`config.mk`:
```
export PLATFORM = sky130hd
export DESIGN_NAME = regfile_mp_sb
export DESIGN_NICKNAME = d
export VERILOG_FILES = /design/src/rtl/regfile_mp_sb.sv
export SDC_FILE = /design/constraint.sdc
export NUM_CORES = 2
export LEC_CHECK = 0
export CORE_ASPECT_RATIO = 0.8
export CORE_MARGIN = 8
export CORE_UTILIZATION = 50
export DETAILED_ROUTE_END_ITERATION = 8
export PLACE_DENSITY = 0.7
export SLEW_MARGIN = 30
export SYNTH_ARGS = -nofsm -noshare
export SYNTH_HDL_FRONTEND = slang
export SYNTH_SLANG_ARGS = --single-unit
```
`constraint.sdc`:
```
create_clock -name clk -period 4 [get_ports clk]
set_clock_uncertainty 0.15 [all_clocks]
set_input_delay 0.6 -clock clk [delete_from_list [all_inputs] [get_ports clk]]
set_output_delay 0.6 -clock clk [all_outputs]
set_load 0.01 [all_outputs]
```
`src/rtl/regfile_mp_sb.sv`:
```
// Multi-port register file with a per-register busy-bit scoreboard for hazard tracking.
// Define RF_BYPASS_EN to add same-cycle write-to-read forwarding on every read port.
module regfile_mp_sb #(
    parameter int DATA_W   = 32,
    parameter int ADDR_W   = 5,
    parameter int NUM_RD   = 2,
    parameter int NUM_WR   = 2,
    parameter int ZERO_REG = 1
) (
    input  logic                     clk,
    input  logic                     reset,
    input  logic [NUM_WR-1:0]        wr_en,
    input  logic [NUM_WR*ADDR_W-1:0] wr_addr,
    input  logic [NUM_WR*DATA_W-1:0] wr_data,
    input  logic [NUM_RD*ADDR_W-1:0] rd_addr,
    output logic [NUM_RD*DATA_W-1:0] rd_data,
    output logic [NUM_RD-1:0]        rd_busy,
    input  logic                     rsv_en,
    input  logic [ADDR_W-1:0]        rsv_addr,
    input  logic                     flush
);

    localparam int DEPTH = 1 << ADDR_W;

    logic [DATA_W-1:0] regs [DEPTH];
    logic [DEPTH-1:0]  busy;
    logic [DEPTH-1:0]  busy_next;

    function automatic logic is_zero(input logic [ADDR_W-1:0] a);
        return (ZERO_REG != 0) && (a == '0);
    endfunction

    // Priority, lowest first: write clears, reserve sets, flush clears everything.
    always_comb begin
        busy_next = busy;
        for (int k = 0; k < NUM_WR; k++) begin
            if (wr_en[k] && !is_zero(wr_addr[k*ADDR_W +: ADDR_W]))
                busy_next[wr_addr[k*ADDR_W +: ADDR_W]] = 1'b0;
        end
        if (rsv_en && !is_zero(rsv_addr))
            busy_next[rsv_addr] = 1'b1;
        if (flush)
            busy_next = '0;
    end

    // Ascending port loop: the last non-blocking assignment wins, so the highest port takes a collision.
    always_ff @(posedge clk or negedge reset) begin
        if (!reset) begin
            for (int i = 0; i < DEPTH; i++)
                regs[i] <= '0;
            busy <= '0;
        end else begin
            for (int k = 0; k < NUM_WR; k++) begin
                if (wr_en[k] && !is_zero(wr_addr[k*ADDR_W +: ADDR_W]))
                    regs[wr_addr[k*ADDR_W +: ADDR_W]] <= wr_data[k*DATA_W +: DATA_W];
            end
            busy <= busy_next;
        end
    end

    always_comb begin : read_mux
        logic [ADDR_W-1:0] a;
        logic [DATA_W-1:0] d;
        logic              b;
        rd_data = '0;
        rd_busy = '0;
        a = '0;
        d = '0;
        b = 1'b0;
        for (int r = 0; r < NUM_RD; r++) begin
            a = rd_addr[r*ADDR_W +: ADDR_W];
            d = regs[a];
            b = busy[a];
`ifdef RF_BYPASS_EN
            // Gated by reset so the outputs stay 0 while reset is held.
            for (int k = 0; k < NUM_WR; k++) begin
                if (reset && wr_en[k] && (wr_addr[k*ADDR_W +: ADDR_W] == a)) begin
                    d = wr_data[k*DATA_W +: DATA_W];
                    b = busy[a] && rsv_en && (rsv_addr == a);
                end
            end
`endif
            if (is_zero(a)) begin
                d = '0;
                b = 1'b0;
            end
            rd_data[r*DATA_W +: DATA_W] = d;
            rd_busy[r] = b;
        end
    end

endmodule

```
Yosys cells after proc, flatten, opt, wreduce, memory -nomap -nowiden
Index checks and enable logic that the tools add are counted.
W data, S select, Z words.
{ "word_totals": {"out_inout_bits": 66, "reg_bits": 1056} }
{ "classes": {"bitwise": 9, "n_reduce_logical": 16, "muxes": 32, "n_lt_le_gt_ge": 14} }
{ "ops": {"columns": ["operator", "n"], "rows": [
  ["$bwmux W1024", 2],
  ["$mux W1024", 2],
  ["$mux W32", 12],
  ["$bmux W32 S5", 2],
  ["$demux W32 S5", 2],
  ["$and A32 B32 Y32", 2],
  ["$not A32 Y32", 2],
  ["$or A32 B32 Y32", 1],
  ["$lt A5 B6 Y1 const B", 5],
  ["$logic_not A5 Y1", 5],
  ["$ge A6 B6 Y1 const B", 4],
  ["$not A5 Y6", 4],
  ["$demux W1 S5", 3],
  ["$ge A5 B1 Y1 const B", 3],
  ["$lt A6 B1 Y1 const B", 2],
  ["$bmux W1 S5", 2],
  ["$logic_and A1 B1 Y1", 8],
  ["$mux W1", 7],
  ["$logic_not A1 Y1", 3]
]} }

Logic depth before layout (Yosys ltp)
{ "logic_depth": {"ltp_word": 12, "mapped_depth": 9, "ltp_nobuf": 4} }

Worst setup path before layout
Ideal clock, no wire load.
{ "synth_timing": {"kind": "input to output", "startpoint": "input port rd_addr[6]", "endpoint": "output port rd_busy[1]", "required_ns": 3.250, "path_slack_ns": 1.070, "arrival_time_ns": 2.180, "path_stages": 7, "cell_sequence": "buf_2 > buf_4 > buf_2 > mux4_2 > a22oi_1 > a311oi_1 > buf_4"} }
{ "synth_between": {"elab_chain_len": 3, "elab_cells_between_ends": 4} }
{ "synth_lines": {"columns": ["element", "line", "text"], "rows": [
  ["start: declaration", "15", "input logic [NUM_RD*ADDR_W-1:0] rd_addr,"],
  ["$bmux W1 S5", "73", "b = busy[a];"],
  ["$mux W1 (not written as such)", "73", null],
  ["$mux W1 (*)", "83", "if (is_zero(a)) begin"],
  ["end: declaration", "17", "output logic [NUM_RD-1:0] rd_busy,"]
]} }
Every way passes the cells marked *; elsewhere a longest branch is shown, timed or not. The select of a mux whose other input is x is not followed.

Worst setup path after layout
{ "layout_timing": {"startpoint": "input port rd_addr[0]", "endpoint": "output port rd_data[10]"} }
{ "layout_between": {"elab_chain_len": 5, "elab_cells_between_ends": 6} }
{ "layout_lines": {"columns": ["element", "line", "text"], "rows": [
  ["$not A5 Y6 (not written as such)", "72", "d = regs[a];"],
  ["$bmux W32 S5", "72", null],
  ["$mux W32 (not written as such) (2 in series)", "72", null],
  ["$mux W32 (*)", "83", null],
  ["end: declaration", "16", "output logic [NUM_RD*DATA_W-1:0] rd_data,"]
]} }
Marked as above.

==> out/metrics.yaml <==
status: "finished, violations left"
failed_checks: "setup timing"
synth_top_area_share_pct: 40.46
cts_root_buf: "clkbuf_16"
drive_gt1_share_pct: 19.94
post_cts_buffers: 0
post-route-util_pct: 57.36
setup-violations-final: 1
slew_headroom_pct: 29.20
worstPathMaxFanout: 21
clock_path_buffers: 3
place_congestion: 0.9743
drt_pass1_iterations: 7
vias: 56550
worstPathArrival_ns: 3.27
dieArea_sq_um: 142500
io_buffers: 160
grt_usage_pct: 36.46
synthFlopType: "dfrtp_1"
ys_warn_count: 0
initialDrtViolationCount: 9692
hold_path_class: "primary input to register"
synth.area.top_cells: "dfrtp_1 (40%), mux4_2 (16%), mux2i_1 (16%)"
grt_first_pass_wirelength_um: 385700
die_w_um: 420.1
ys_types: 51
insertion_delay_ns: 0.75
fin_crit_sh_pct: 100.4
ir_drop_mv: 0.4268
synth_area_per_cell_sq_um: 10.44
viasPerCell: 7.082
syn_nets: 6349
rsz0062_at_grt: "true"
hpwl_um: 166400
syn_area_sq_um: 65310
synth_edf_count: 0
tns_ns: -0.01756
tritoncts: "built"
initial_core_util_pct: 50.44
synth_top_cell_by_area: "dfrtp_1"
power_density_nw_per_um2: 484.3
grt_pass1_vias: 54720
fp.dieH_um: 339.2
grt_max_degree: 134
power_leakage_nw: 35.32
crit_required_ns: 3.25
syn_inst: 6254
synth-seq-cells: 1056
clk_pin_slew_ns: 0.07
wl_um: 267800
critPathLaunchType: "primary input"
critical_path_class: "primary input to output port"
drcViolationCount: 0
maxCapViolCount: 0
cts_buffers: 108
core-area_sq_um: 129500
fmax_ghz: 0.2489
hold_viol_final: 0
async_flop_share_pct: 100.0
wl_per_cell_um: 33.54
overflow: 0
rows: 118
slew_violations: 0
nets: 6225
cts.sinks: 1056
ys_seq_area_share_pct: 40.46
ios: 161
ctsHtreeMaxLevel: 3
setup_ws_ns: -0.01756
area_growth_pct: 13.72
period_minus_slack_ns: 4.018
max_slew.worst_pin.slew_ns: 1.061
critPathCaptureType: "output port"
antenna_found_initial: 24
final_antenna_net_count: 0
-- power breakdown --
| group | total, W | switching [W] | leakage [nW] | internal (W) |
|---|---|---|---|---|
| registers | 0.0158 | 0.00240 | 12.9 | 0.0134 |
| logic | 0.00917 | 0.00418 | 20.5 | 0.00500 |
| clock network | 0.0110 | 0.00475 | 1.84 | 0.00625 |
| total | 0.0360 | 0.0113 | 35.3 | 0.0246 |
-- registers in the layout, summed over array words and instances (netlist names) --
register and flops:
regs 1024, busy 32
-- cells in the final DEF (no fill, tap or decap), types with 28 or more instances in the layout --
| cell type | instances |
|---|---|
| o21ai_0 | 441 |
| buf_2 | 35 |
| nand2_4 | 31 |
| clkdlybuf4s50_1 | 118 |
| mux2_2 | 70 |
| o21ai_1 | 58 |
| mux4_2 | 462 |
| mux2i_1 | 1025 |
| clkbuf_16 | 111 |
| nand2_1 | 621 |
| a311oi_1 | 53 |
| a21oi_1 | 512 |
| buf_12 | 112 |
| buf_4 | 265 |
| nor2_1 | 642 |
| a32oi_1 | 28 |
| a211oi_1 | 66 |
| a31oi_1 | 97 |
| a22oi_1 | 66 |
| a221oi_1 | 49 |
| dfrtp_1 | 1056 |
| nor2b_1 | 69 |
-- timing repair --
item                       in CTS  in global routing
pin swaps                       0                  0
resized for setup               6                 10
setup endpoints to repair       6                  9
hold endpoints to repair       58                  0
hold buffers                    1                  0
-- final cells by class --
class                      instances  area [sq um]
sequential                      1056         26430
clock inverter                    53         624.3
tap                             1740          2177
multi-input combinational       4419         36040
fill                           10750         55210
clock buffer                     151          3138
antenna                           21         52.55
inverter                           2         12.51
timing repair buffer             543          5799
-- worst max-delay path: stages --
cell	delay [ns]
clkbuf_8	0.35
nor2b_4	0.16
buf_4	0.22
a221oi_1	0.40
o21ai_0	0.20
a311oi_1	0.51
buf_4	0.21
clkdlybuf4s50_1	0.54
-- final timing paths --
check                                startpoint              endpoint  slack [ns]  cells after the start
max reg2reg                 regs[607]$_DFF_PN0_   regs[607]$_DFF_PN0_        2.83                      2
max in group asynchronous                 reset   regs[167]$_DFF_PN0_        2.10                      3
max                                  rd_addr[0]           rd_data[10]       -0.02                      8
min in group asynchronous                 reset   regs[740]$_DFF_PN0_        0.34                      2
min                                       flush    busy[23]$_DFF_PN0_        0.22                      2
min reg2reg                regs[1005]$_DFF_PN0_  regs[1005]$_DFF_PN0_        0.25                      0
-- cell usage after synthesis, types with 3 or more instances --
| library cell | count |
|---|---|
| dfrtp_1 | 1056 |
| mux2i_1 | 1025 |
| nand2_1 | 657 |
| nor2_1 | 651 |
| a21oi_1 | 512 |
| clkbuf_1 | 480 |
| mux4_2 | 462 |
| o21ai_0 | 442 |
| buf_2 | 226 |
| a31oi_1 | 97 |
| nor2b_1 | 73 |
| mux2_2 | 70 |
| a211oi_1 | 66 |
| a22oi_1 | 66 |
| a311oi_1 | 66 |
| o21ai_1 | 57 |
| a221oi_1 | 49 |
| buf_1 | 33 |
| a32oi_1 | 28 |
| buf_4 | 27 |
| o2111ai_1 | 17 |
| and3b_1 | 11 |
| nand3_1 | 10 |
| nor3b_1 | 8 |
| nand3b_1 | 7 |
| buf_6 | 6 |
| and2_1 | 5 |
| and3_1 | 5 |
| nor2_2 | 5 |
| and2_0 | 3 |
| buf_12 | 3 |
| nor3_1 | 3 |
-- metrics by stage --
stage	hold WS [ns]	total power, W	instance area (sq um)	std cells	setup slack [ns]
detailed placement	0.2333	0.02474	70350	7760	-0.1028
finish	0.2236	0.03597	74270	7985	-0.01756
global placement	0.2274	0.02424	70400	7756	-0.07820
floorplan	0.1544	0.02142	65310	6254	1.070
global route	0.2334	0.03720	74250	7979	-0.01818
CTS	0.1874	0.03559	74150	7964	0.03491
-- layer usage --
layer	global-route usage (%)	vias up	wire [um]
li1	-	22610	-
met4	23.83	4	20950
met3	14.50	1196	42270
met5	0	-	52
met1	46.81	27740	93530
met2	50.85	4992	111000
-- logic make-up (layout without fill, tap and decap cells) --
group                  Yosys count  in the layout  share of synthesized area [%]
AOI/OAI and AO/OA             1401           1401                          12.35
muxes                         1557           1557                          32.85
buffers and inverters          779            749                          5.217
DFF                           1056           1056                          40.46
other                            0             21                              0
and+or+nand+nor               1461           1461                          9.114
No activity file was read; power rests on OpenSTA's default activity.
